`config.mk`:
```
export PLATFORM = sky130hd
export DESIGN_NAME = btn_debounce
export DESIGN_NICKNAME = d
export VERILOG_FILES = /design/src/rtl/btn_debounce.sv
export SDC_FILE = /design/constraint.sdc
export NUM_CORES = 1
export LEC_CHECK = 0
export ABC_AREA = 1
export CAP_MARGIN = 25
export CORE_ASPECT_RATIO = 1.5
export CORE_UTILIZATION = 60
export CTS_CLUSTER_SIZE = 8
export DETAILED_ROUTE_END_ITERATION = 8
export GPL_TIMING_DRIVEN = 0
export PLACE_DENSITY = 0.77
export SYNTH_ARGS = -nofsm -noshare
export SYNTH_HDL_FRONTEND = slang
export SYNTH_SLANG_ARGS = --single-unit
export TNS_END_PERCENT = 100
```
`constraint.sdc`:
```
create_clock -name i_clk -period 2.7 [get_ports i_clk]
set_input_delay 0.54 -clock i_clk [delete_from_list [all_inputs] [get_ports i_clk]]
set_output_delay 0.54 -clock i_clk [all_outputs]
set_load 0.03 [all_outputs]
```
`src/rtl/btn_debounce.sv`:
```
// Push-button conditioner: polarity fix, synchronizer, counter debouncer and
// press/hold/auto-repeat FSM per button, producing a clean level and one-cycle events.
module btn_debounce #(
  parameter int               N_BTN           = 7,
  parameter logic [N_BTN-1:0] ACTIVE_LOW_MASK = N_BTN'(1),
  parameter int               SYNC_STAGES     = 2,
  parameter int               DEBOUNCE_CYCLES = 500000,
  parameter int               HOLD_CYCLES     = 25000000,
  parameter int               REPEAT_CYCLES   = 5000000
) (
  input  logic             i_clk,
  input  logic             i_rst,
  input  logic [N_BTN-1:0] i_btn,
  output logic [N_BTN-1:0] o_btn_state,
  output logic [N_BTN-1:0] o_press,
  output logic [N_BTN-1:0] o_release,
  output logic [N_BTN-1:0] o_hold,
  output logic [N_BTN-1:0] o_repeat
);

  localparam int DC_W   = $clog2(DEBOUNCE_CYCLES + 1);
  localparam int HC_MAX = (HOLD_CYCLES > REPEAT_CYCLES) ? HOLD_CYCLES : REPEAT_CYCLES;
  localparam int HC_W   = $clog2(HC_MAX + 1);

  localparam logic [DC_W-1:0] DC_LAST   = DC_W'(DEBOUNCE_CYCLES - 1);
  localparam logic [HC_W-1:0] HOLD_LAST = HC_W'(HOLD_CYCLES - 1);
  localparam logic [HC_W-1:0] REP_LAST  = HC_W'(REPEAT_CYCLES - 1);

  typedef enum logic [1:0] {
    ST_IDLE    = 2'd0,
    ST_PRESSED = 2'd1,
    ST_HELD    = 2'd2
  } state_e;

  // Logical level: 1 = pressed for every button after this XOR.
  logic [N_BTN-1:0] btn_l;
  assign btn_l = i_btn ^ ACTIVE_LOW_MASK;

  for (genvar g = 0; g < N_BTN; g++) begin : g_btn
    logic [SYNC_STAGES-1:0] sync_q;
    logic                   sync_s;

    logic [DC_W-1:0]        dc_q, dc_d;
    logic                   level_q, level_d;
    logic                   acc_press, acc_release;

    state_e                 state_q, state_d;
    logic [HC_W-1:0]        hc_q, hc_d;
    logic                   hold_d, rep_d;

    logic                   press_q, release_q, hold_q, repeat_q;

    assign sync_s = sync_q[SYNC_STAGES-1];

    always_ff @(posedge i_clk) begin
      if (i_rst) begin
        sync_q <= '0;
      end else begin
        sync_q <= {sync_q[SYNC_STAGES-2:0], btn_l[g]};
      end
    end

    // A mismatch must persist DEBOUNCE_CYCLES consecutive cycles; any return
    // to the accepted level restarts the count.
    always_comb begin
      dc_d        = dc_q;
      level_d     = level_q;
      acc_press   = 1'b0;
      acc_release = 1'b0;
      if (sync_s == level_q) begin
        dc_d = '0;
      end else if (dc_q == DC_LAST) begin
        level_d     = sync_s;
        dc_d        = '0;
        acc_press   = sync_s;
        acc_release = ~sync_s;
      end else begin
        dc_d = dc_q + DC_W'(1);
      end
    end

    // Release takes priority over a hold/repeat landing in the same cycle.
    always_comb begin
      state_d = state_q;
      hc_d    = hc_q;
      hold_d  = 1'b0;
      rep_d   = 1'b0;
      case (state_q)
        ST_IDLE: begin
          if (acc_press) begin
            state_d = ST_PRESSED;
            hc_d    = '0;
          end
        end
        ST_PRESSED: begin
          if (acc_release) begin
            state_d = ST_IDLE;
            hc_d    = '0;
          end else if (hc_q == HOLD_LAST) begin
            hold_d  = 1'b1;
            state_d = ST_HELD;
            hc_d    = '0;
          end else begin
            hc_d = hc_q + HC_W'(1);
          end
        end
        ST_HELD: begin
          if (acc_release) begin
            state_d = ST_IDLE;
            hc_d    = '0;
          end else if (REPEAT_CYCLES > 0) begin
            if (hc_q == REP_LAST) begin
              rep_d = 1'b1;
              hc_d  = '0;
            end else begin
              hc_d = hc_q + HC_W'(1);
            end
          end
        end
        default: begin
          state_d = ST_IDLE;
          hc_d    = '0;
        end
      endcase
    end

    always_ff @(posedge i_clk) begin
      if (i_rst) begin
        dc_q      <= '0;
        level_q   <= 1'b0;
        state_q   <= ST_IDLE;
        hc_q      <= '0;
        press_q   <= 1'b0;
        release_q <= 1'b0;
        hold_q    <= 1'b0;
        repeat_q  <= 1'b0;
      end else begin
        dc_q      <= dc_d;
        level_q   <= level_d;
        state_q   <= state_d;
        hc_q      <= hc_d;
        press_q   <= acc_press;
        release_q <= acc_release;
        hold_q    <= hold_d;
        repeat_q  <= rep_d;
      end
    end

    assign o_btn_state[g] = level_q;
    assign o_press[g]     = press_q;
    assign o_release[g]   = release_q;
    assign o_hold[g]      = hold_q;
    assign o_repeat[g]    = repeat_q;
  end

endmodule

```
# Word level (Yosys, flattened, before mapping)
# Index checks and enable logic that the tools add are counted.
# totals
elab_cells,330
regBits,371
out_inout_bits,35
in_bits,9
# op_classes
mux,119
bitwise_logic,29
eq_ne,63
n_reduce_logical,42
n_addsub,14
# ops
cell,count
$mux W25,35
$pmux W25 S3,7
$add A25 B1 Y25 const B,7
$eq A25 B23 Y1 const B,7
$eq A25 B25 Y1 const B,7
$add A19 B1 Y19 const B,7
$eq A19 B19 Y1 const B,7
$reduce_or A3 Y1,21
$mux W2,28
$mux W1,42
$pmux W2 S3,7
$not A1 Y1,29
$ne A2 B2 Y1 const B,14
$ne A3 B3 Y1 const B,7
$reduce_and A3 Y1,7
$eq A2 B1 Y1 const B,7
$eq A2 B2 Y1 const B,7
$logic_not A2 Y1,7
$reduce_and A2 Y1,7
$eq A1 B1 Y1,7

# Logic depth before layout (Yosys ltp)
# Gate-level depths: netlist of the first run.
# depth
word_depth,5
mapped_depth,14
ltp_nobuf,13

# Worst setup path after synthesis of the first run
# No wires, ideal clock.
# synth_timing
kind,register to register
startpoint,reg g_btn[5].dc_q[0]
endpoint,reg g_btn[5].hc_q[6]
path_buffers,1
setup_ns,0.117
synth_period_minus_slack_ns,1.747
stages_incl_launch_ff,12
t_required_ns,2.583
path_slack_ns,0.953
t_arrival_ns,1.630
cell_sequence,dfxtp_1 -> ha_1 -> nand3_2 -> nor3_4 -> nand3_2 -> nand3_1 -> nand2_2 -> nand2_1 -> nand2_2 -> nand2_4 -> buf_6 -> nor2_1
# synth_between
elab_chain_cells,5
word_cells_on_any_way,9
classes_between,eq/ne (2); mux (7)
# synth_rtl
element,line,source
"start, declared",43,"logic [DC_W-1:0] dc_q, dc_d;"
"start signal, assigned",129,dc_q <= '0;
"start signal, assigned",138,dc_q <= dc_d;
$eq A19 B19 Y1 *,72,end else if (dc_q == DC_LAST) begin
$mux W1,72,
$mux W1,70,if (sync_s == level_q) begin
$mux W25 (on tied branches),"108, 96",
$pmux W25 S3,88,case (state_q)
"end signal, assigned",132,hc_q <= '0;
"end signal, assigned",141,hc_q <= hc_d;
"end, declared",48,"logic [HC_W-1:0] hc_q, hc_d;"
# Every way passes the cells marked *; elsewhere a longest branch is shown, timed or not.
# A chain may end at the register's enable or synchronous reset.

==> results.md, run 1 <==
* Die X at 150 µm
* Detailed router's first-iteration violation count at 929
* Syn nets at 2944
* Die area at 33800 µm²
* Clk_lat worst skew at 570 ps
* Sequential area share after synthesis at between 30% and 40%
* Worst Tran Pin Value at 860 ps
* Final min period at 2600 ps
* Worst setup EP type: flip-flop
* Core Footprint at 32500 µm²
* Clock Pin Slew Worst Setup and Hold Paths at 50 ps
* FF/Latch Area at 7430 µm²
* Clock Tree Buf Depth at 3
* Synth Warn # at 0
* Outcome: finished, final reports clean
* Vias in the first global route at 17800
* Total Nets Final at 3040
* Top Family by Delay on Critical Path: buffers and inverters
* Drt pass-1 iters at 5
* HPWL after DPL at 36300 µm
* H-tree lvl count at 2
* Die height at 225 µm
* PortBufs at 43
* First-pass GRT wire length at 80900 µm
* Worst path slowest cell: clkdlybuf4s50_1
* Total grt overflow at 0
* WL/cell at approximately 14 µm
* Max Clk Rate at 385 MHz
* Mean Syn Cell Area at 6.83 µm²
* Power Density at 533 nW/µm²
* Final cell count without fillers at 3415
* Placed cell area at 20800 µm²
* VDD IR max at about 0.48 mV
* CP startpoint kind: primary input
* Fillers at 2897
* Setup TNS at 0 ps
* CP arrival at 3090 ps
* Final Cell Area at 22100 µm²
* Initial antenna violation count at 0
* Starting Density at 60.9%
* Leak at 8.33 nW
* Via-per-instance ratio at about 5.4
* Hold crit path type: reg2reg
* Hold_buf cts at 0
* Final Util at 68.0%
* GPL Wtd Cong at 0.944
* Synth unique cells at 48
* Area grow syn2layout at 11.6%
* Row cnt at 81
* Setup Viol. Count Final at 0
* Multi-input combinational cell area at 10400 µm²
* Worst-path cell chain: clkdlybuf4s50_1 > inv_1 > buf_2 > clkbuf_1 > nand2_1 > a21oi_1
* Clock skew at 25.5 ps
* PnR Total Power at around 12 mW
* Final slew viol count at 0
* RSZ-0062 raised after global routing: false
* Post-CTS sizing at 4
* Number of instances in the placed design at 3358
* Via count at 18600
* Antenna-violating nets left at 0
* Cell area after synthesis at 19800 µm²
* CP max FO at 10
* TritonCTS Buffers at 52
* Clock sinks at between 300 and 400
* Ant. Diodes at 0
* TritonCTS clock tree: done
* Postcts setup bufs at 0
* Final hold vios at 0
* Max_slew headroom at 42.1%
* IO Pins at 44
* Slowest Stage Delay on Critical Path at roughly 670 ps
* Maximum capacitance violations at 0
* #FFs+latches synth at 371
* DR DRC count at 0
* Largest net degree at the start of global routing at 20
* Setup CP Type: in2reg
* WL final at 49300 µm
* GRT Resource Usage Total at 29.2%
* Cell count after synthesis at 2900
* Worst EP required at 3200 ps
* Layout cell share with drive strength beyond 1 at between 8 and 9%
* Fin crit share at a little over nine tenths
* Critical path buffer and inverter count at 4
* Clk root buf: clkbuf_16
-- worst paths after layout --
check	from	to	slack, ps	cells after the start
hold reg to reg	g_btn[2].sync_q[0]	g_btn[2].sync_q[1]	410	2
setup / recovery	i_rst	g_btn[6].hc_q[20]	100	6
hold / removal	g_btn[2].sync_q[0]	g_btn[2].sync_q[1]	410	2
setup reg to reg	g_btn[5].dc_q[0]	g_btn[5].hc_q[3]	410	11
-- cells in the mapped netlist, drive strengths merged --
master / number / share of area [%]
xnor2: 18 / 0.80
o22ai: 3 / 0.095
nand3b: 15 / 0.57
o21a: 6 / 0.23
or2: 21 / 0.66
nand2: 612 / 12
a21oi: 125 / 3.2
nor2: 541 / 11
nor3: 118 / 3.5
ha: 35 / 2.2
o211ai: 1 / 0.038
xor2: 98 / 4.3
a21o: 3 / 0.11
and3: 2 / 0.063
o21ai: 75 / 2.0
nand3: 259 / 7.1
nor4: 19 / 0.71
nand4: 92 / 2.9
o21bai: 11 / 0.44
and2: 1 / 0.032
inv: 371 / 7.0
nor3b: 13 / 0.49
nor4b: 1 / 0.044
a21boi: 2 / 0.095
dfxtp: 371 / 37
buf: 75 / 2.8
clkbuf: 12 / 0.23
-- per-stage QoR --
| stage | setup WS (ps) | hold slack, ps |
|---|---|---|
| after CTS | 83.2 | 415 |
| after floorplan | 953 | 388 |
| final | 102 | 409 |
| after global routing | 12.7 | 427 |
| after global placement | -1270 | 402 |
| after detailed placement | -1260 | 404 |
-- cell type report --
cell class | count | area share, %
Buffer | 86 | 2.74
Clock inverter | 2 | 0.113
Sequential cell | 371 | 33.6
Clock buffer | 56 | 6.00
Multi-Input combinational cell | 2071 | 47.0
Inverter | 371 | 6.29
Tap cell | 415 | 2.35
Timing Repair Buffer | 43 | 1.95
-- power breakdown --
group	leakage, nW	switching (mW)	internal (mW)
clock network	0.663	2.25	3.40
registers	2.99	0.0206	5.52
logic	4.68	0.426	0.167
total	8.33	2.70	9.08
-- logic make-up (layout without fill, tap and decap cells) --
logic type / after synthesis / in the layout / share of synthesized area, %
AOI/OAI and AO/OA: 226 / 226 / 6.15
and+or+nand+nor: 1694 / 1694 / 39.0
xor gates and xnor gates: 116 / 116 / 5.13
adders and majority gates: 35 / 35 / 2.21
buffers and inverters: 458 / 558 / 10.1
DFF: 371 / 371 / 37.5
-- worst reg2reg max path, stage by stage, from the launching register on --
cell	delay, ps
dfxtp_1	340
ha_1	210
nand3_2	150
nor3_4	300
nand3_2	290
nand3_1	210
nand2_2	140
nand2_1	100
nand2_2	80
nand2_4	130
buf_6	160
nor2_1	50
-- registers in the layout (all words and copies together), names as in the netlist --
register / count
g_btn.hc_q: 175
g_btn.dc_q: 133
g_btn.state_q: 14
g_btn.sync_q: 14
g_btn.hold_q: 7
g_btn.level_q: 7
g_btn.press_q: 7
g_btn.release_q: 7
g_btn.repeat_q: 7
-- metal layers --
layer	up-vias	share of wire (%)	track usage [%]
li1	9405	-	-
met1	8623	41	32.0
met2	442	51	54.2
met3	136	4.1	3.89
met4	0	4.2	14.2
met5	-	0	0
-- layout by cell type, fill, tap and decap left out, types with 18 or more instances in the layout --
cell type,n
o21ai_0,64
nor2_1,521
buf_4,40
nand2_1,584
a21oi_1,123
dfxtp_1,371
clkbuf_16,52
nor3_1,103
ha_1,35
nand3_1,235
clkdlybuf4s50_1,43
xnor2_1,18
nand4_1,91
xor2_1,98
inv_1,360
nand3_2,24
Power figures use the tool's default switching activity.
==> run 2, diff against run 1 <==
--- a/config.mk
+++ b/config.mk
@@ -11,7 +11,6 @@
 export CORE_UTILIZATION = 60
 export CTS_CLUSTER_SIZE = 8
 export DETAILED_ROUTE_END_ITERATION = 8
-export GPL_TIMING_DRIVEN = 0
 export PLACE_DENSITY = 0.77
 export SYNTH_ARGS = -nofsm -noshare
 export SYNTH_HDL_FRONTEND = slang
==> run 2 against run 1 <==
Net effect: die area unchanged; first-iteration DRC count increased by 12%; worst hold slack got worse by 51 ps; fmax increased by 14%; combinational power decreased by 17%; via count decreased by 2.6%; wire length decreased by 8.9%; clock skew decreased by 12 ps; register-to-register slack improved by 120 ps; largest cell class unchanged.
==> results.md, run 2 (same netlist as run 1, synthesis figures left out) <==
* Outcome: finished, final reports clean (unchanged)
* Placed cell area at 20300 µm² (was 20800 µm²)
* Detailed router's first-iteration violation count at 1044 (was 929)
* TritonCTS clock tree: done (unchanged)
* Max_slew headroom at 49.4% (was 42.1%)
* Die area at 33800 µm² (unchanged)
* Worst-path cell chain: clkdlybuf4s50_1 (was clkdlybuf4s50_1 > inv_1 > buf_2 > clkbuf_1 > nand2_1 > a21oi_1)
* Fin crit share at 84.1% (was 96.2%)
* Total Nets Final at 2964 (was 3040)
* Setup CP Type: reg2out (was in2reg)
* Slowest Stage Delay on Critical Path at 750 ps (was 670 ps)
* Power Density at 539 nW/µm² (was 533 nW/µm²)
* Hold crit path type: in2reg (was reg2reg)
* RSZ-0062 raised after global routing: false (unchanged)
* Maximum capacitance violations at 0 (unchanged)
* PortBufs at 43 (unchanged)
* CP max FO at 4 (was 10)
* Clock sinks at 371 (unchanged)
* HPWL after DPL at 32700 µm (was 36300 µm)
* GRT Resource Usage Total at 26.8% (was 29.2%)
* Final hold vios at 0 (unchanged)
* Postcts setup bufs at 0 (unchanged)
* Clock Pin Slew Worst Setup and Hold Paths at 50 ps (about the same)
* Worst EP required at 2160 ps (was 3200 ps)
* CP arrival at 1730 ps (was 3090 ps)
* Fillers at 2832 (was 2897)
* Die X at 150 µm (unchanged)
* CP startpoint kind: flip-flop (was primary input)
* Initial antenna violation count at 0 (unchanged)
* Final slew viol count at 0 (unchanged)
* Hold_buf cts at 0 (unchanged)
* Dpl ws at 575 ps (was -1260 ps)
* Total grt overflow at 0 (unchanged)
* Setup TNS at 0 ps (unchanged)
* Largest net degree at the start of global routing at 37 (was 20)
* GPL Wtd Cong at 0.941 (was 0.944)
* Number of instances in the placed design at 3281 (was 3358)
* Drt pass-1 iters at 6 (was 5)
* Max Clk Rate at 440 MHz (was 385 MHz)
* Clk_lat worst skew at 570 ps (about the same)
* Antenna-violating nets left at 0 (unchanged)
* FF/Latch Area at 7430 µm² (unchanged)
* WL final at 44900 µm (was 49300 µm)
* Register bank with the most flops: g_btn.hc_q (unchanged)
* DR DRC count at 0 (unchanged)
* Ant. Diodes at 0 (unchanged)
* Final cell count without fillers at 3336 (was 3415)
* H-tree lvl count at 2 (unchanged)
* Core Footprint at 32500 µm² (unchanged)
* TritonCTS Buffers at 52 (unchanged)
* VDD IR max at 0.589 mV (was 0.484 mV)
* Layout cell share with drive strength beyond 1 at 6.47% (was 8.30%)
* Starting Density at 60.9% (unchanged)
* Most frequent cells in the layout: nand2_1, nor2_1, dfxtp_1 (unchanged)
* Die height at 225 µm (unchanged)
* Most common cell after layout, fill and taps aside: nand2_1 (unchanged)
* Setup Viol. Count Final at 0 (unchanged)
* Biggest regs: g_btn.hc_q (175), g_btn.dc_q (133) (unchanged)
* Max FFs per register at 175 (unchanged)
* Vias in the first global route at 17500 (was 17800)
* Via count at 18100 (was 18600)
* Post-layout worst setup margin at 430 ps (was 102 ps)
* Leak at 7.97 nW (was 8.33 nW)
* Final Cell Area at 21600 µm² (was 22100 µm²)
* Final min period at 2270 ps (was 2600 ps)
* Multi-input combinational cell area at 10400 µm² (unchanged)
* IO Pins at 44 (unchanged)
* Worst path slowest cell: clkdlybuf4s50_1 (unchanged)
* Worst Tran Pin Value at 760 ps (was 860 ps)
* Clk root buf: clkbuf_16 (unchanged)
* Area grow syn2layout at 8.99% (was 11.6%)
* WL/cell at 13.5 µm (was 14.4 µm)
* Clock skew at 13.8 ps (was 25.5 ps)
* Worst setup EP type: output pin (was flip-flop)
* First-pass GRT wire length at 75800 µm (was 80900 µm)
* Row cnt at 81 (unchanged)
* Post-CTS sizing at 0 (was 4)
* Top Family by Delay on Critical Path: buffers and inverters (unchanged)
* Via-per-instance ratio at 5.43 (was 5.45)
* Clock Tree Buf Depth at 3 (unchanged)
* Critical path buffer and inverter count at 1 (was 4)
==> run 2: cell types whose count changed in the layout (fill, tap and decap cells not counted) <==
cell             before  now
buf_4                40    9
buf_2                15    0
buf_6                14    0
clkbuf_1             11    0
buf_1                 5    0
clkbuf_2              3    0
buf_12                0    2
clkbuf_8              1    0
clkdlybuf4s15_1       1    0
clkdlybuf4s50_1      43   42
clkinvlp_4            0    1
inv_1               360  359
inv_2                11   12
==> run 2: area by class of cell <==
cell class	count	share of cell area, %
clock buffers	52	6.03
flip-flops and latches	371	34.4
inverters	371	6.45
clock inverters	3	0.151
repair buffers	53	2.44
multi-input cells	2071	48.1
well taps	415	2.40
==> run 2: worst register-to-register path, cell delays in order (launching register included) <==
cell and delay (ps):
dfxtp_1 340, ha_1 200, nand3_1 160, nor3_4 290
nand3_2 190, nand2_4 270, inv_2 180, or2_2 300
a21oi_1 170
==> run 2: final timing paths <==
kind | from | to | slack, ps | cells after the start
worst max-delay path | g_btn[5].level_q | o_btn_state[5] | 430 | 1
worst min register to register | g_btn[3].sync_q[0] | g_btn[3].sync_q[1] | 410 | 2
worst min-delay path | i_rst | g_btn[3].sync_q[1] | 360 | 2
worst max register to register | g_btn[6].dc_q[0] | g_btn[6].hc_q[0] | 530 | 8
==> run 2: power breakdown <==
| group | switching, mW | internal (mW) | total, mW |
|---|---|---|---|
| Clock | 2.24 | 3.36 | 5.60 |
| Sequential | 0.0208 | 5.52 | 5.54 |
| Combinational | 0.363 | 0.131 | 0.494 |
==> run 2: layer usage <==
metal	share of wire (%)	global-route usage, %	vias up	wire [µm]
met2	52	50.9	419	23500
met1	40	28.7	8305	18100
met4	3.5	12.4	0	1560
li1	-	-	9275	-
met3	3.9	3.77	124	1740
met5	0	0	-	0
==> run 2: metrics by stage <==
step | hold WS [ps] | total power, mW | util [%]
after floorplan | 388 | 6.04 | -
after global placement | 407 | 6.13 | 62.3
after detailed placement | 407 | 6.14 | 62.3
after CTS | 340 | 11.8 | 66.4
after global routing | 354 | 12.0 | 66.4
final | 358 | 11.6 | 66.4
==> run 3, diff against run 2 <==
==> constraint.sdc (replaced) <==
create_clock -name i_clk -period 2.3 [get_ports i_clk]
set_input_delay 0.46 -clock i_clk [delete_from_list [all_inputs] [get_ports i_clk]]
set_output_delay 0.46 -clock i_clk [all_outputs]
set_load 0.03 [all_outputs]
==> run 3 against run 2 <==
Net effect: final cell count up 0.33%; clock-buffer cell count is 1 higher; via count rose by 0.38%; combinational power increased by 22%; global-route usage is essentially flat; clock skew is 2.5 ps higher; non-clock buffer count is 9 higher; worst hold slack worse by 17 ps.
==> results.md, run 3 (same netlist as run 1, synthesis figures left out) <==
* Outcome: finished, final reports clean (unchanged)
* TritonCTS Buffers at 52 (unchanged)
* Critical path buffer and inverter count at 1 (unchanged)
* HPWL after DPL at 32700 µm (about the same)
* Worst Tran Pin Value at 796 ps (was 760 ps)
* Clock sinks at 371 (unchanged)
* Hold_buf cts at 0 (unchanged)
* Drt pass-1 iters at 6 (unchanged)
* Max_slew headroom at 46.9% (was 49.4%)
* First-pass GRT wire length at 75800 µm (about the same)
* Die area at 33800 µm² (unchanged)
* Total Nets Final at 2974 (was 2964)
* Detailed router's first-iteration violation count at 1089 (was 1044)
* Vias in the first global route at 17600 (was 17500)
* Layout cell share with drive strength beyond 1 at 6.89% (was 6.47%)
* Clk_lat worst skew at 570 ps (about the same)
* Fillers at 2899 (was 2832)
* Slowest Stage Delay on Critical Path at 720 ps (was 750 ps)
* Setup Viol. Count Final at 0 (unchanged)
* Antenna-violating nets left at 0 (unchanged)
* Die height at 225 µm (unchanged)
* Final cell count without fillers at 3347 (was 3336)
* Ant. Diodes at 0 (unchanged)
* CP startpoint kind: flip-flop (unchanged)
* CP arrival at 1710 ps (was 1730 ps)
* Max FFs per register at 175 (unchanged)
* Via count at 18200 (was 18100)
* RSZ-0062 raised after global routing: false (unchanged)
* Via-per-instance ratio at 5.44 (was 5.43)
* Final hold vios at 0 (unchanged)
* Final Cell Area at 21700 µm² (was 21600 µm²)
* Largest net degree at the start of global routing at 32 (was 37)
* Row cnt at 81 (unchanged)
* VDD IR max at 0.614 mV (was 0.589 mV)
* Setup CP Type: reg2out (unchanged)
* Register bank with the most flops: g_btn.hc_q (unchanged)
* Total grt overflow at 0 (unchanged)
* DR DRC count at 0 (unchanged)
* Clk root buf: clkbuf_16 (unchanged)
* Initial antenna violation count at 0 (unchanged)
* Clock Pin Slew Worst Setup and Hold Paths at 50 ps (about the same)
* Clock Tree Buf Depth at 3 (unchanged)
* Most common cell after layout, fill and taps aside: nand2_1 (unchanged)
* PortBufs at 43 (unchanged)
* Number of instances in the placed design at 3290 (was 3281)
* Placed cell area at 20300 µm² (about the same)
* Starting Density at 60.9% (unchanged)
* Top Family by Delay on Critical Path: buffers and inverters (unchanged)
* Worst-path cell chain: clkdlybuf4s50_1 (unchanged)
* Final min period at 2170 ps
* Max Clk Rate at between 400 and 500 MHz
* Power Density at 632 nW/µm² (was 539 nW/µm²)
* Worst setup EP type: output pin (unchanged)
* IO Pins at 44 (unchanged)
* Fin crit share at 94.4%
* Clock skew at 16.4 ps (was 13.8 ps)
* Postcts setup bufs at 0 (unchanged)
* Die X at 150 µm (unchanged)
* GRT Resource Usage Total at 26.8% (about the same)
* Worst EP required at 1840 ps (was 2160 ps)
* GPL Wtd Cong at 0.964 (was 0.941)
* Maximum capacitance violations at 0 (unchanged)
* Final slew viol count at 0 (unchanged)
* Core Footprint at 32500 µm² (unchanged)
* CP max FO at 4 (unchanged)
* Most frequent cells in the layout: nand2_1, nor2_1, dfxtp_1 (unchanged)
* Hold crit path type: in2reg (unchanged)
* WL final at 44800 µm (was 44900 µm)
* Worst path slowest cell: clkdlybuf4s50_1 (unchanged)
* Setup TNS at 0 ps (unchanged)
* Biggest regs: g_btn.hc_q (175), g_btn.dc_q (133) (unchanged)
* WL/cell at 13.4 µm (was 13.5 µm)
* Leak at 8.04 nW (was 7.97 nW)
* TritonCTS clock tree: done (unchanged)
* Area grow syn2layout at 9.63% (was 8.99%)
* H-tree lvl count at 2 (unchanged)
==> run 3: final timing paths <==
kind              cells after the start                from  slack (ps)                  end
hold / removal                        2               i_rst         340  g_btn[3].state_q[1]
setup reg to reg                      8    g_btn[6].dc_q[0]         190     g_btn[6].hc_q[0]
setup / recovery                      1    g_btn[6].level_q         130       o_btn_state[6]
hold reg to reg                       2  g_btn[2].sync_q[0]         400   g_btn[2].sync_q[1]
==> run 3: area by class of cell <==
class / count / area, µm² / share of cell area, %
inverter: 371 / 1390 / 6.41
multi-input combinational: 2072 / 10400 / 48.0
tap: 415 / 519 / 2.39
sequential: 371 / 7430 / 34.2
clock inverter: 3 / 25.0 / 0.115
timing repair buffer: 62 / 608 / 2.80
clock buffer: 53 / 1330 / 6.11
==> run 3: worst reg2reg max path: stages, from the launching register on <==
cell	delay (ps)
dfxtp_1	340
ha_1	200
nand3_1	140
nor3_4	290
nand3_2	180
nand2_4	280
inv_2	180
or2_2	300
a21oi_1	130
==> run 3: per-stage QoR <==
step	utilization, %	total power, mW	setup slack, ps	hold WS, ps
floorplan	-	7.09	553	388
global placement	62.5	7.21	277	395
detailed placement	62.5	7.22	183	399
CTS	66.7	13.9	107	326
global route	66.8	14.2	6.22	346
finish	66.8	13.7	129	341
==> run 3: per-layer routing <==
metal	track usage [%]	wire [µm]	up-vias
li1	-	-	9274
met1	29.3	18300	8369
met2	50.0	23300	412
met3	3.77	1630	137
met4	12.4	1610	0
met5	0	0	-
==> run 3: power breakdown <==
part	switching, mW	leakage [nW]	internal [mW]	total, mW
clock	2.62	0.662	4.00	6.63
sequential	0.0242	2.99	6.48	6.50
combinational	0.432	4.39	0.169	0.601
==> run 3: timing repair <==
item | in CTS | in global routing
resized for setup | 0 | 4
setup endpoints to repair | 0 | 32
endpoints found under the hold margin | 0 | 0
